$ cat src/rtl/zx_video_pkg.sv
// Shared definitions for the ZX Spectrum screen-memory write path.
// Holds the screen geometry, the fill engine state encoding and the layout
// of one buffered CPU write ({13-bit screen offset, 8-bit data}).
package zx_video_pkg;

    localparam int          SCREEN_BYTES = 6912;
    localparam int          PIX_BYTES    = 6144;
    localparam logic [12:0] ATTR_BASE    = 13'd6144;
    localparam logic [12:0] PIX_LAST     = 13'd6143;
    localparam logic [12:0] SCREEN_LAST  = 13'd6911;
    localparam int          ENTRY_W      = 21;

    typedef enum logic [2:0] {
        IDLE,
        WAIT_DRAIN,
        FILL_PIX,
        FILL_ATTR,
        DONE
    } fill_state_t;

    function automatic logic [ENTRY_W-1:0] pack_entry(input logic [12:0] addr,
                                                      input logic [7:0]  data);
        return {addr, data};
    endfunction

endpackage

$ cat src/rtl/zx_wr_fifo.sv
// Synchronous FIFO buffering CPU screen writes.
// Ports:
//   clk, reset_n     clock, asynchronous active-low reset
//   push, wdata      write request and entry; ignored when full unless popping
//   pop              remove the head entry; ignored when empty
//   head_next        entry that will be at the head after this clock edge,
//                    so the consumer can register it without a bubble
//   count_next       occupancy after this clock edge
//   full, empty      current occupancy flags
module zx_wr_fifo #(
    parameter int DEPTH = 8,
    parameter int WIDTH = 21,
    parameter int CW    = $clog2(DEPTH) + 1
) (
    input  logic             clk,
    input  logic             reset_n,
    input  logic             push,
    input  logic [WIDTH-1:0] wdata,
    input  logic             pop,
    output logic [WIDTH-1:0] head_next,
    output logic [CW-1:0]    count_next,
    output logic             full,
    output logic             empty
);

    localparam int AW = CW - 1;

    logic [WIDTH-1:0] mem_q [DEPTH];
    logic [AW-1:0]    wr_ptr_q, wr_ptr_d;
    logic [AW-1:0]    rd_ptr_q, rd_ptr_d;
    logic [CW-1:0]    count_q, count_d;
    logic [CW-1:0]    count_rem;
    logic             push_eff;
    logic             pop_eff;

    assign full  = (count_q == CW'(DEPTH));
    assign empty = (count_q == '0);

    always_comb begin
        // A pop frees the slot a simultaneous push needs, so full+push+pop is legal.
        pop_eff    = pop && !empty;
        push_eff   = push && (!full || pop_eff);
        wr_ptr_d   = wr_ptr_q + AW'(push_eff);
        rd_ptr_d   = rd_ptr_q + AW'(pop_eff);
        count_rem  = count_q - CW'(pop_eff);
        count_d    = count_rem + CW'(push_eff);
        count_next = count_d;
        // When nothing survives the pop, the new head is the entry being written
        // this cycle; that slot is not in memory yet, so forward it.
        head_next  = (count_rem == '0) ? wdata : mem_q[rd_ptr_d];
    end

    always_ff @(posedge clk or negedge reset_n) begin
        if (!reset_n) begin
            wr_ptr_q <= '0;
            rd_ptr_q <= '0;
            count_q  <= '0;
        end else begin
            wr_ptr_q <= wr_ptr_d;
            rd_ptr_q <= rd_ptr_d;
            count_q  <= count_d;
        end
    end

    always_ff @(posedge clk) begin
        if (push_eff) begin
            mem_q[wr_ptr_q] <= wdata;
        end
    end

endmodule

$ cat src/rtl/zx_vram_writer.sv
// Write side of the ZX Spectrum screen memory.
// Captures CPU writes to the screen window, buffers them, and drains them to
// the video RAM write port. A fill engine (CLS) can write the whole screen:
// pixel bytes 0..6143 then attribute bytes 6144..6911.
// The reset input is expected to be already synchronised on deassertion.
// Ports:
//   clk, reset_n                     clock, asynchronous active-low reset
//   cpu_wr/cpu_addr/cpu_data         CPU write strobe, address, data
//   cpu_wait                         registered back-pressure (buffer almost full)
//   fill_start/fill_pixel/fill_attr  start pulse and fill bytes
//   fill_busy/fill_done              fill engine active / completion pulse
//   overflow/ovf_clr                 sticky dropped-write flag and its clear
//   vram_we/vram_addr/vram_din       registered write request to the VRAM arbiter
//   vram_ready                       arbiter accepts the request this cycle
module zx_vram_writer
    import zx_video_pkg::*;
#(
    parameter int          FIFO_DEPTH  = 8,
    parameter logic [15:0] BASE_ADDR   = 16'h4000,
    parameter int          ALMOST_FULL = 1
) (
    input  logic        clk,
    input  logic        reset_n,
    input  logic        cpu_wr,
    input  logic [15:0] cpu_addr,
    input  logic [7:0]  cpu_data,
    output logic        cpu_wait,
    input  logic        fill_start,
    input  logic [7:0]  fill_pixel,
    input  logic [7:0]  fill_attr,
    output logic        fill_busy,
    output logic        fill_done,
    output logic        overflow,
    input  logic        ovf_clr,
    output logic        vram_we,
    output logic [12:0] vram_addr,
    output logic [7:0]  vram_din,
    input  logic        vram_ready
);

    localparam int CW = $clog2(FIFO_DEPTH) + 1;

    fill_state_t          state_q, state_d;
    logic [7:0]           fill_pix_q, fill_pix_d;
    logic [7:0]           fill_attr_q, fill_attr_d;
    logic                 vram_we_q, vram_we_d;
    logic [12:0]          vram_addr_q, vram_addr_d;
    logic [7:0]           vram_din_q, vram_din_d;
    logic                 cpu_wait_q, cpu_wait_d;
    logic                 overflow_q, overflow_d;

    logic [15:0]          cpu_offset;
    logic                 push_req;
    logic                 pop;
    logic                 xfer;
    logic                 fifo_src;
    logic                 fifo_full;
    logic                 fifo_empty;
    logic [CW-1:0]        count_next;
    logic [ENTRY_W-1:0]   head_next;

    // Unsigned 16-bit difference: addresses below BASE_ADDR wrap to large values.
    assign cpu_offset = cpu_addr - BASE_ADDR;
    assign push_req   = cpu_wr && (cpu_offset < 16'(SCREEN_BYTES));

    zx_wr_fifo #(
        .DEPTH (FIFO_DEPTH),
        .WIDTH (ENTRY_W)
    ) u_fifo (
        .clk        (clk),
        .reset_n    (reset_n),
        .push       (push_req),
        .wdata      (pack_entry(cpu_offset[12:0], cpu_data)),
        .pop        (pop),
        .head_next  (head_next),
        .count_next (count_next),
        .full       (fifo_full),
        .empty      (fifo_empty)
    );

    always_comb begin
        state_d     = state_q;
        fill_pix_d  = fill_pix_q;
        fill_attr_d = fill_attr_q;
        vram_we_d   = vram_we_q;
        vram_addr_d = vram_addr_q;
        vram_din_d  = vram_din_q;

        xfer     = vram_we_q && vram_ready;
        // In IDLE/WAIT_DRAIN the output registers mirror the FIFO head,
        // so a completed transfer retires that head.
        fifo_src = (state_q == IDLE) || (state_q == WAIT_DRAIN);
        pop      = fifo_src && xfer;

        case (state_q)
            IDLE: begin
                if (fill_start) begin
                    fill_pix_d  = fill_pixel;
                    fill_attr_d = fill_attr;
                    state_d     = fifo_empty ? FILL_PIX : WAIT_DRAIN;
                end
            end
            WAIT_DRAIN: begin
                // Leave once the last buffered entry transfers on this edge.
                if (count_next == '0) begin
                    state_d = FILL_PIX;
                end
            end
            FILL_PIX: begin
                if (xfer && (vram_addr_q == PIX_LAST)) begin
                    state_d = FILL_ATTR;
                end
            end
            FILL_ATTR: begin
                if (xfer && (vram_addr_q == SCREEN_LAST)) begin
                    state_d = DONE;
                end
            end
            DONE: begin
                state_d = IDLE;
            end
            default: begin
                state_d = IDLE;
            end
        endcase

        // Output registers are loaded according to where the FSM is heading.
        case (state_d)
            IDLE, WAIT_DRAIN: begin
                vram_we_d = (count_next != '0);
                if (count_next != '0) begin
                    vram_addr_d = head_next[ENTRY_W-1:8];
                    vram_din_d  = head_next[7:0];
                end
            end
            FILL_PIX: begin
                vram_we_d  = 1'b1;
                vram_din_d = fill_pix_d;
                if (state_q != FILL_PIX) begin
                    vram_addr_d = '0;
                end else if (xfer) begin
                    vram_addr_d = vram_addr_q + 13'd1;
                end
            end
            FILL_ATTR: begin
                vram_we_d  = 1'b1;
                vram_din_d = fill_attr_q;
                if (state_q == FILL_PIX) begin
                    vram_addr_d = ATTR_BASE;
                end else if (xfer) begin
                    vram_addr_d = vram_addr_q + 13'd1;
                end
            end
            default: begin
                vram_we_d = 1'b0;
            end
        endcase

        cpu_wait_d = (FIFO_DEPTH - int'(count_next)) <= ALMOST_FULL;

        // A dropped write takes priority over a clear in the same cycle.
        if (push_req && fifo_full && !pop) begin
            overflow_d = 1'b1;
        end else if (ovf_clr) begin
            overflow_d = 1'b0;
        end else begin
            overflow_d = overflow_q;
        end
    end

    always_ff @(posedge clk or negedge reset_n) begin
        if (!reset_n) begin
            state_q     <= IDLE;
            fill_pix_q  <= '0;
            fill_attr_q <= '0;
            vram_we_q   <= 1'b0;
            vram_addr_q <= '0;
            vram_din_q  <= '0;
            cpu_wait_q  <= 1'b0;
            overflow_q  <= 1'b0;
        end else begin
            state_q     <= state_d;
            fill_pix_q  <= fill_pix_d;
            fill_attr_q <= fill_attr_d;
            vram_we_q   <= vram_we_d;
            vram_addr_q <= vram_addr_d;
            vram_din_q  <= vram_din_d;
            cpu_wait_q  <= cpu_wait_d;
            overflow_q  <= overflow_d;
        end
    end

    assign vram_we   = vram_we_q;
    assign vram_addr = vram_addr_q;
    assign vram_din  = vram_din_q;
    assign cpu_wait  = cpu_wait_q;
    assign overflow  = overflow_q;
    assign fill_busy = (state_q == WAIT_DRAIN) || (state_q == FILL_PIX) ||
                       (state_q == FILL_ATTR);
    assign fill_done = (state_q == DONE);

endmodule

$ cat config.mk
export PLATFORM = sky130hd
export DESIGN_NAME = zx_vram_writer
export DESIGN_NICKNAME = d
export VERILOG_FILES = /design/src/rtl/zx_video_pkg.sv /design/src/rtl/zx_wr_fifo.sv /design/src/rtl/zx_vram_writer.sv
export SDC_FILE = /design/constraint.sdc
export NUM_CORES = 1
export LEC_CHECK = 0
export BUFFER_PORTS_ARGS = -buffer_cell sky130_fd_sc_hd__buf_4
export CAP_MARGIN = 20
export CORE_ASPECT_RATIO = 2
export CORE_MARGIN = 4
export CORE_UTILIZATION = 40
export CTS_CLUSTER_SIZE = 30
export DETAILED_ROUTE_END_ITERATION = 8
export MAX_ROUTING_LAYER = met4
export PLACE_DENSITY_LB_ADDON = 0.08
export SLEW_MARGIN = 40
export SYNTH_ARGS = -nofsm -noshare
export SYNTH_HDL_FRONTEND = slang
export SYNTH_SLANG_ARGS = --single-unit
$ cat constraint.sdc
create_clock -name clk -period 5 [get_ports clk]
set_clock_uncertainty 0.15 [all_clocks]
set_input_delay 0.25 -clock clk [delete_from_list [all_inputs] [get_ports clk]]
set_output_delay 0.25 -clock clk [all_outputs]
set_load 0.03 [all_outputs]
# Word level (Yosys, flattened, before mapping)

Memories as Yosys holds them, arrays and structs flattened.
Index checks and enable logic that the tools add are counted.

Equal/unequal tests: 12
Multiplexer cells: 21
Reduce and logical (&&, ||, !) cells: 28
Magnitude comparators: 2
Add/sub/neg operators: 7

Operator list:

| operator               | number |
|---|---|
| $mux 13                | 4 |
| $pmux 13 s3            | 1 |
| $eq 13x13->1 const B   | 2 |
| $mux 8                 | 3 |
| $pmux 8 s3             | 1 |
| $mux 21                | 1 |
| $lt 16x13->1 const B   | 1 |
| $sub 16x15->16 const B | 1 |
| $add 13x1->13 const B  | 1 |
| $eq 3x2->1 const B     | 4 |
| $logic_not 4->1        | 3 |
| $mux 3                 | 4 |
| $pmux 3 s4             | 1 |
| $logic_and 1x1->1      | 9 |
| $add 3x1->3            | 2 |
| $eq 3x1->1 const B     | 2 |
| $logic_not 3->1        | 2 |
| $le 5x2->1 const B     | 1 |
| $sub 4x4->5 const A    | 1 |
| $add 4x1->4            | 1 |
| $eq 4x4->1 const B     | 1 |
| $logic_or 1x1->1       | 4 |
| $mux 1                 | 4 |
| $reduce_and 2->1       | 2 |
| 11 further kinds       | 14 |

Bits in writable memories: 168
Output and inout bits: 26
Memories: 1
Logic and storage cells: 82
Bits in registers: 53

Memory list:

| memory       | depth | bits a word | read ports | clocked after memory_dff | write ports | RTL line         | source |
|---|---|---|---|---|---|---|---|
| u_fifo.mem_q | 8     | 21          | 1          | 0                        | 1           | zx_wr_fifo.sv:28 | `logic [WIDTH-1:0] mem_q [DEPTH];` |

# Logic depth before layout (Yosys ltp)

Gate-level depths: netlist (run 1).

Word-level depth: 14
Gate-level depth with buffers: 17
Gate-level depth less buffers: 15

# Hierarchy

A second synthesis (run 1) with hierarchy kept.

Cells, all modules: 624
Area total of the unflattened synthesis: 9713.1 sq um

By module, submodules not included:

| module         | area each (sq um) | cells an instance | seq. area each (sq um) | instances |
|---|---|---|---|---|
| zx_wr_fifo     | 7247.0            | 364               | 5295.1                 | 1 |
| zx_vram_writer | 2466.1            | 260               | 1076.0                 | 1 |

# Worst setup path after synthesis (run 1)

OpenSTA, ideal clock, no wires.

Path type: register -> register
Start: register vram_we_q (netlist: vram_we)
End: register vram_addr_q[2] (netlist: vram_addr[2])
Data arrival time: 3333 ps
Setup slack: 1393 ps
Stages on the path, launching flop included: 18
Setup time: 124 ps
Required time: 4726 ps
Cells stage by stage: dfrtp_1 -> nand2_1 -> or3_1 -> nor2_1 -> ha_1 -> ha_1 -> inv_1 -> ha_1 -> inv_1 -> ha_1 -> nor2b_1 -> nand2_1 -> o211a_1 -> buf_6 -> clkinv_2 -> buf_6 -> o22ai_1 -> a211o_1

Longest elaborated chain between the ends: 13
Elaborated cells on any way between the ends: 32
Those cells by class: add/sub: 3; eq/ne: 4; mux: 10; reduce/logical: 14; memory: 1

RTL lines:

| what                                                                    | RTL line              | source |
|---|---|---|
| start, declared                                                         | zx_vram_writer.sv:46  | `logic vram_we_q, vram_we_d;` |
| start signal, assigned                                                  | zx_vram_writer.sv:185 | `vram_we_q <= vram_we_d;` |
| $logic_and 1x1->1 *                                                     | zx_vram_writer.sv:89  | `xfer = vram_we_q && vram_ready;` |
| $logic_and 1x1->1 *                                                     | zx_vram_writer.sv:93  | `pop = fifo_src && xfer;` |
| $logic_and 1x1->1 *                                                     | zx_wr_fifo.sv:41      | `pop_eff = pop && !empty;` |
| branches (longest 2 deep; another with $sub 4x1->4)                     | -                     |  |
| $add 4x1->4 *                                                           | zx_wr_fifo.sv:46      | `count_d = count_rem + CW'(push_eff);` |
| net count_next[1]                                                       | zx_vram_writer.sv:59  | `logic [CW-1:0] count_next;` |
| $logic_not 4->1                                                         | zx_vram_writer.sv:105 | `if (count_next == '0) begin` |
| $mux 3                                                                  | zx_vram_writer.sv:105 |  |
| $pmux 3 s4                                                              | zx_vram_writer.sv:95  | `case (state_q)` |
| $eq 3x1->1 / $logic_not 3->1 (equally long branches)                    | zx_vram_writer.sv:128 | `case (state_d)` |
| $reduce_or 2->1                                                         | zx_vram_writer.sv:128 |  |
| $ne 2x2->1 (no source line) / $reduce_bool 3->1 (equally long branches) | -                     |  |
| $reduce_and 2->1 (no source line)                                       | -                     |  |
| end signal, assigned                                                    | zx_vram_writer.sv:186 | `vram_addr_q <= vram_addr_d;` |
| end, declared                                                           | zx_vram_writer.sv:47  | `logic [12:0] vram_addr_q, vram_addr_d;` |

Mark *: on every way through the listed nets, which the timed path passes. The select of a mux whose other input is x is not followed.
A chain may end at the register's enable or synchronous reset.

# Final worst setup path (run 1)

Start: register u_fifo.count_q[1]
End: register vram_addr_q[1] (netlist: vram_addr[1])

Longest elaborated chain between the ends: 13
Elaborated cells on any way between the ends: 29
Those cells by class: add/sub: 3; eq/ne: 5; mux: 7; reduce/logical: 13; memory: 1

RTL lines:

| what                                                                    | RTL line              | source |
|---|---|---|
| start, declared                                                         | zx_wr_fifo.sv:31      | `logic [CW-1:0] count_q, count_d;` |
| start signal, assigned                                                  | zx_wr_fifo.sv:61      | `count_q <= count_d;` |
| branches (longest 5 deep; another with $sub 4x1->4)                     | -                     |  |
| $add 4x1->4 *                                                           | zx_wr_fifo.sv:46      |  |
| net count_next[1]                                                       | zx_vram_writer.sv:59  |  |
| $logic_not 4->1                                                         | zx_vram_writer.sv:105 |  |
| $mux 3                                                                  | zx_vram_writer.sv:105 |  |
| $pmux 3 s4                                                              | zx_vram_writer.sv:95  |  |
| $eq 3x1->1 / $logic_not 3->1 (equally long branches)                    | zx_vram_writer.sv:128 |  |
| $reduce_or 2->1                                                         | zx_vram_writer.sv:128 |  |
| $ne 2x2->1 (no source line) / $reduce_bool 3->1 (equally long branches) | -                     |  |
| $reduce_and 2->1 (no source line)                                       | -                     |  |

Marks and branches as above.

==> results.yml, run 1 <==
cts:
  insertion_delay_ns: 0.52
  cts-root-buf: "clkbuf_16"
  postCtsSetupRepairBufs: 0
  cts_resized: 0
  clkTransAtPathRegs_ns: 0.07
  cts_tree: "yes"
  numClockSinks: 221
  htreeDepth: 1
  cts_buffer_depth: 3
  cts_buffers: 22
finish:
  area_growth_pct: 23.0
  nets: 753
  regArea_um2: 6370
  antenna_cells: 0
  stdcell_area_um2: 11600
  fillers: 2006
  multi_input_area_um2: 2990
  drive_gt1_share_pct: 28.4
setup_path:
  cpMostUsedCell: "ha_1"
  crit_start: "u_fifo.count_q[1]"
  r2r-end: "vram_addr[1]"
  crit_type: "reg2reg"
  cp-start-kind: "register"
  cpPeakStageDelay_ns: 0.61
  rrSetupSlack_ns: 0.42
  endpoint: "vram_addr[1]"
  reg2reg_from: "u_fifo.count_q[1]"
  cp.arrival_ns: 4.88
  critPathSlowestCell: "o211a_1"
  crit_fanout: 32
  reg2regPathDepth: 14
  end_kind: "register"
  path_cells: "nor4_1 -> nor2_1 -> ha_1 -> ha_1 -> inv_1 -> ha_1 -> inv_1 -> ha_1 -> nor2b_1 -> nand2_1 -> o211a_1 -> clkinv_2 -> o21ai_0 -> a22o_1"
  critPathRequiredTime_ns: 5.30
synth:
  yosysTopAreaCell: "edfxtp_1"
  synth_compound_area_share_pct: 6.21
  yosysSeqAreaShare_pct: 67.4
  synth_area_leaders: "edfxtp_1, dfrtp_1, mux4_2"
  synth_cell_types: 58
  async_reset_ff_share_pct: 24.0
  syn_area_per_cell_um2: 16.5
  synth_fa_ha_area_share_pct: 1.46
  syn_inst: 574
  yosysWarnings: 0
  synthXorXnorAreaFrac_pct: 0.886
  synth_top_cell_area_share_pct: 53.3
  mappedNetlistNets: 631
  synth_edf_count: 168
  ys_ff_latch: 221
  syn-cell-area_um2: 9460
  ys.flop_type: "edfxtp_1"
  synth.area.mux_share_pct: 14.7
  synth-simple-area-share_pct: 7.45
  yosys-top-cells-count: "edfxtp_1, dfrtp_1, mux4_2"
  synth_top_family_by_area: "multiplexers"
  synth.most_common_cell: "edfxtp_1"
sta:
  tns_ns: 0
  fin_crit_sh_pct: 91.7
  clock.fmax_mhz: 218
  post-route-min-period_ns: 4.58
  maxSlewViolCount: 0
  max_slew_margin_pct: 51.2
  rsz0062_at_grt: "false"
  max_slew.worst_pin.slew_ns: 0.730
  finalHoldViolations: 0
  setup_violations: 0
power_and_ir_drop:
  seqPwrFrac_pct: 36.3
  p_comb_share_pct: 38.6
  power.total_mw: 6.71
  intPower_mw: 4.39
  leakage_nw: 4.20
  vdd_ir_drop_max_uv: 200
  powerDensity_nw_per_um2: 576
  swShare_pct: 34.6
  power.share.clock_pct: 25.1
  power.switching_mw: 2.32
detailed_routing:
  wl_um: 23200
  vias: 5580
  drtPass1Iterations: 4
  drc_errors: 0
  ant_nets: 0
  drt_iter0_drc: 494
  wire_per_inst_um: 23.4
  routed_via_density: 5.61
floorplan:
  chipWidth_um: 117
  fp.dieH_um: 225
  io_pins: 72
  die_area_um2: 26300
  core_um2: 23300
  row_count: 79
  initial_core_util_pct: 40.5
placed_design:
  routabilityCongestion: 0.837
  dpl.hpwl_um: 15000
  io_buffers: 71
  post_dp_cell_area_um2: 10500
worst_hold_path:
  min-delay-start: "cpu_addr[15]"
  hold_class: "in2reg"
grt:
  gr-usage-all-layers_pct: 18.7
  grt_max_degree: 54
  antenna_found_initial: 0
  grt_pass1_vias: 6052
  grt_overflow: 0
  grt_pass1_wl_um: 35900
job:
  drv_cap: 0
run_status:
  status: "finished, final reports clean"
==> stage by stage <==
stage / instances / hold WS (ns) / worst slack (ns) / utilization, %
floorplan: 574 / -0.196 / 1.39 / -
CTS: 994 / 0.0466 / 0.454 / 49.9
detailed placement: 916 / 0.198 / 0.463 / 45.1
global route: 994 / 0.102 / 0.0361 / 49.9
finish: 994 / 0.0906 / 0.415 / 49.9
global placement: 909 / 0.187 / 0.686 / 44.4
==> power by group through the flow <==
stage / registers [mW] / clock network (mW) / logic, mW
floorplan: 2.57 / 0 / 1.71
global placement: 2.46 / 0 / 2.53
detailed placement: 2.47 / 0 / 2.59
CTS: 2.44 / 1.74 / 2.63
global route: 2.47 / 1.80 / 2.82
finish: 2.44 / 1.68 / 2.59
==> registers in the layout, summed over array words and instances, names as in the netlist <==
register and count:
u_fifo.wr_ptr_q 3, cpu_wait 1, vram_we 1, overflow 1, vram_din 8, u_fifo.mem_q 168, state_q 3, u_fifo.count_q 4
fill_attr_q 8, vram_addr 13, u_fifo.rd_ptr_q 3, fill_pix_q 8
==> critical path, delay by kind of cell, from the launching register on <==
family	cells	cell delay, ns
AO/OA/AOI/OAI	3	1.16
adder cells (fa/ha/maj)	4	1.12
AND/OR/NAND/NOR	4	0.92
buffers and inverters	3	0.73
flip-flops	1	0.41
==> cells by family (layout without fill, tap and decap cells) <==
logic type | Yosys count | after routing
and+or+nand+nor | 128 | 128
buffers and inverters | 39 | 176
adders and majority gates | 11 | 11
AOI/OAI and AO/OA | 84 | 84
muxes | 84 | 84
DFF | 221 | 221
xor gates and xnor gates | 7 | 7
==> cell usage in the layout, fill, tap and decap left out, types with 4 or more instances in the layout <==
cell type | netlist | final
nand2_1 | 27 | 27
o211ai_1 | 9 | 9
a211o_1 | 7 | 7
o21ai_0 | 10 | 10
o21ai_1 | 4 | 4
nor2_4 | 0 | 6
edfxtp_1 | 168 | 168
mux4_2 | 42 | 42
a211oi_1 | 7 | 7
nand4b_1 | 8 | 8
o22ai_1 | 8 | 8
nor4_1 | 4 | 4
nand4_1 | 6 | 6
nor3_1 | 16 | 14
dlygate4sd3_1 | 0 | 39
buf_16 | 0 | 5
a21oi_1 | 6 | 6
mux2_2 | 21 | 21
a22oi_1 | 8 | 8
ha_1 | 11 | 9
buf_4 | 1 | 81
nand3_1 | 7 | 7
a31oi_1 | 9 | 9
inv_1 | 8 | 8
nor2_1 | 25 | 19
clkbuf_1 | 14 | 7
nand2b_1 | 16 | 16
a22o_1 | 4 | 4
clkbuf_16 | 0 | 24
dfrtp_1 | 53 | 53
mux2i_1 | 21 | 21
==> repair_timing <==
| action | in CTS | in global routing |
|---|---|---|
| hold buffers | 39 | 0 |
| endpoints found under the setup margin | 0 | 0 |
| endpoints found under the hold margin | 238 | 0 |
==> how the worst min path moves through the flow <==
stage	end	cells after the start	slack, ns
after CTS	overflow	4	0.05
after global routing	overflow	4	0.10
after global placement	vram_we	1	0.19
final	overflow	4	0.09
after floorplan	cpu_wait	0	-0.20
after detailed placement	vram_we	1	0.20
==> layer usage <==
layer	up-vias	wire (um)	global-route usage, %
met3	30	865	2.10
li1	2542	-	-
met5	-	0	-
met4	0	454	5.00
met2	130	12700	33.1
met1	2878	9190	22.5
==> area by class of cell <==
class | count | share of cell area (%)
timing repair buffer | 127 | 9.94
tap | 283 | 3.04
sequential | 221 | 54.8
clock inverter | 7 | 0.774
multi-input combinational | 314 | 25.7
clock buffer | 32 | 5.45
inverter | 10 | 0.333
No activity file was read; power rests on OpenSTA's default activity.
==> inputs of run 2 (changes only) <==
--- a/config.mk
+++ b/config.mk
@@ -5,7 +5,7 @@
 export SDC_FILE = /design/constraint.sdc
 export NUM_CORES = 1
 export LEC_CHECK = 0
-export BUFFER_PORTS_ARGS = -buffer_cell sky130_fd_sc_hd__buf_4
+export BUFFER_PORTS_ARGS = -buffer_cell sky130_fd_sc_hd__buf_2
 export CAP_MARGIN = 20
 export CORE_ASPECT_RATIO = 2
 export CORE_MARGIN = 4
==> results.yml, run 2 (same netlist as run 1, synthesis figures left out) <==
run_status:
  status: "finished, final reports clean"
finish:
  nets: 751
  fillers: 2016
  drive_gt1_share_pct: 28.2
  finalNonFillerCells: 993
  final_cell_mix: "edfxtp_1, buf_2, dfrtp_1, mux4_2, dlygate4sd3_1"
  area_growth_pct: 19.8
  antenna_cells: 0
  top_register: "u_fifo.mem_q"
  layout_commonest_cell: "edfxtp_1"
  largest_register_ffs: 168
setup_path:
  crit_fanout: 32
  cp.arrival_ns: 4.85
  end_kind: "register"
  crit_type: "reg2reg"
  cp-start-kind: "register"
  critPathRequiredTime_ns: 5.29
grt:
  antenna_found_initial: 0
  gr-usage-all-layers_pct: 18.0
  grt_max_degree: 54
  grt_overflow: 0
  grt_pass1_vias: 5911
  grt_pass1_wl_um: 34600
placed_design:
  place_ws_ns: 0.446
  routabilityCongestion: 0.847
  dpl.hpwl_um: 14700
  post-place-cells: 912
  io_buffers: 71
cts:
  cts_buffers: 22
  cts_tree: "yes"
  cts_buffer_depth: 3
  cts-root-buf: "clkbuf_16"
  htreeDepth: 1
  numClockSinks: 221
  clkTransAtPathRegs_ns: 0.07
  cts_resized: 0
  postCtsSetupRepairBufs: 0
  insertion_delay_ns: 0.51
detailed_routing:
  drc_errors: 0
  drt_iter0_drc: 500
  drtPass1Iterations: 4
  ant_nets: 0
  wl_um: 22500
  routed_via_density: 5.56
  vias: 5517
  wire_per_inst_um: 22.7
power_and_ir_drop:
  power.total_mw: 6.48
  p_comb_share_pct: 38.8
  seqPwrFrac_pct: 37.5
  power.share.clock_pct: 23.7
  powerDensity_nw_per_um2: 572
  power.switching_mw: 2.28
  vdd_ir_drop_max_uv: 270
  swShare_pct: 35.2
  intPower_mw: 4.20
  leakage_nw: 4.09
sta:
  clock.fmax_mhz: 219
  tns_ns: 0
  rsz0062_at_grt: "false"
  max_slew.worst_pin.slew_ns: 0.816
  max_slew_margin_pct: 45.5
  post-route-min-period_ns: 4.56
  fin_ws_ns: 0.438
  finalHoldViolations: 0
  maxSlewViolCount: 0
  setup_violations: 0
  fin_crit_sh_pct: 91.2
floorplan:
  chipWidth_um: 117
  fp.dieH_um: 225
  initial_core_util_pct: 40.5
  die_area_um2: 26300
  core_um2: 23300
  io_pins: 72
  row_count: 79
worst_hold_path:
  hold_class: "in2reg"
job:
  drv_cap: 0
[run 2: cell count changes in the layout (fill, tap and decap cells not counted), sizes merged]
cell      change
buf           -3
bufinv        -2
clkinv        +5
clkinvlp      -1
[run 2: stage by stage]
| step | util (%) | hold slack [ns] | area (um^2) |
|---|---|---|---|
| 5_1_grt | 48.6 | 0.0746 | 11300 |
| 2_1_floorplan | - | -0.196 | 9460 |
| 4_1_cts | 48.3 | 0.0394 | 11300 |
| 3_3_place_gp | 43.7 | 0.261 | 10200 |
| 6_report | 48.6 | 0.0704 | 11300 |
| 3_5_place_dp | 43.8 | 0.280 | 10200 |
[run 2: area by class of cell]
class | count | area, um^2 | area share [%]
clock buffers | 31 | 619 | 5.47
clock inverters | 9 | 45.0 | 0.398
inverters | 10 | 38.8 | 0.342
multi-input cells | 314 | 2990 | 26.4
flip-flops and latches | 221 | 6370 | 56.2
well taps | 283 | 354 | 3.13
repair buffers | 125 | 911 | 8.04
[run 2: path summary, 6_finish.rpt]
| path | slack [ns] | endpoint | cells after the start | startpoint |
|---|---|---|---|---|
| min reg2reg | 0.35 | fill_pix_q[1] | 1 | fill_pix_q[1] |
| max | 0.44 | vram_addr[1] | 14 | u_fifo.count_q[1] |
| max reg2reg | 0.44 | vram_addr[1] | 14 | u_fifo.count_q[1] |
| min in group asynchronous | 0.26 | vram_addr[5] | 3 | reset_n |
| max in group asynchronous | 3.94 | fill_attr_q[2] | 3 | reset_n |
| min | 0.07 | overflow | 4 | cpu_addr[13] |
[run 2: worst max-delay path, stage by stage (launching register included)]
cell and delay (ns):
dfrtp_1 0.41, nor4_1 0.48, nor2_1 0.17, ha_1 0.25
ha_1 0.34, inv_1 0.06, ha_1 0.34, inv_1 0.06
ha_1 0.20, nor2b_1 0.20, nand2_1 0.09, o211a_1 0.58
clkinv_2 0.58, o21ai_0 0.38, a22o_1 0.18
[run 2: power groups by stage]
| stage | clock network [mW] | logic (mW) | registers [mW] |
|---|---|---|---|
| global placement | 0 | 2.47 | 2.46 |
| CTS | 1.59 | 2.56 | 2.43 |
| floorplan | 0 | 1.71 | 2.57 |
| detailed placement | 0 | 2.53 | 2.47 |
| finish | 1.54 | 2.51 | 2.43 |
| global route | 1.66 | 2.74 | 2.46 |
[run 2: what timing repair did]
item                                    4_1_cts  5_1_grt
endpoints found under the hold margin       238        0
endpoints found under the setup margin        0        0
hold buffers                                 39        0
[run 2: per-layer routing]
layer	GRT usage (%)	vias to the layer above	wire, um
met5	-	-	0
met4	5.41	0	531
met3	1.99	33	771
met2	31.5	130	12300
met1	21.7	2822	8980
li1	-	2532	-
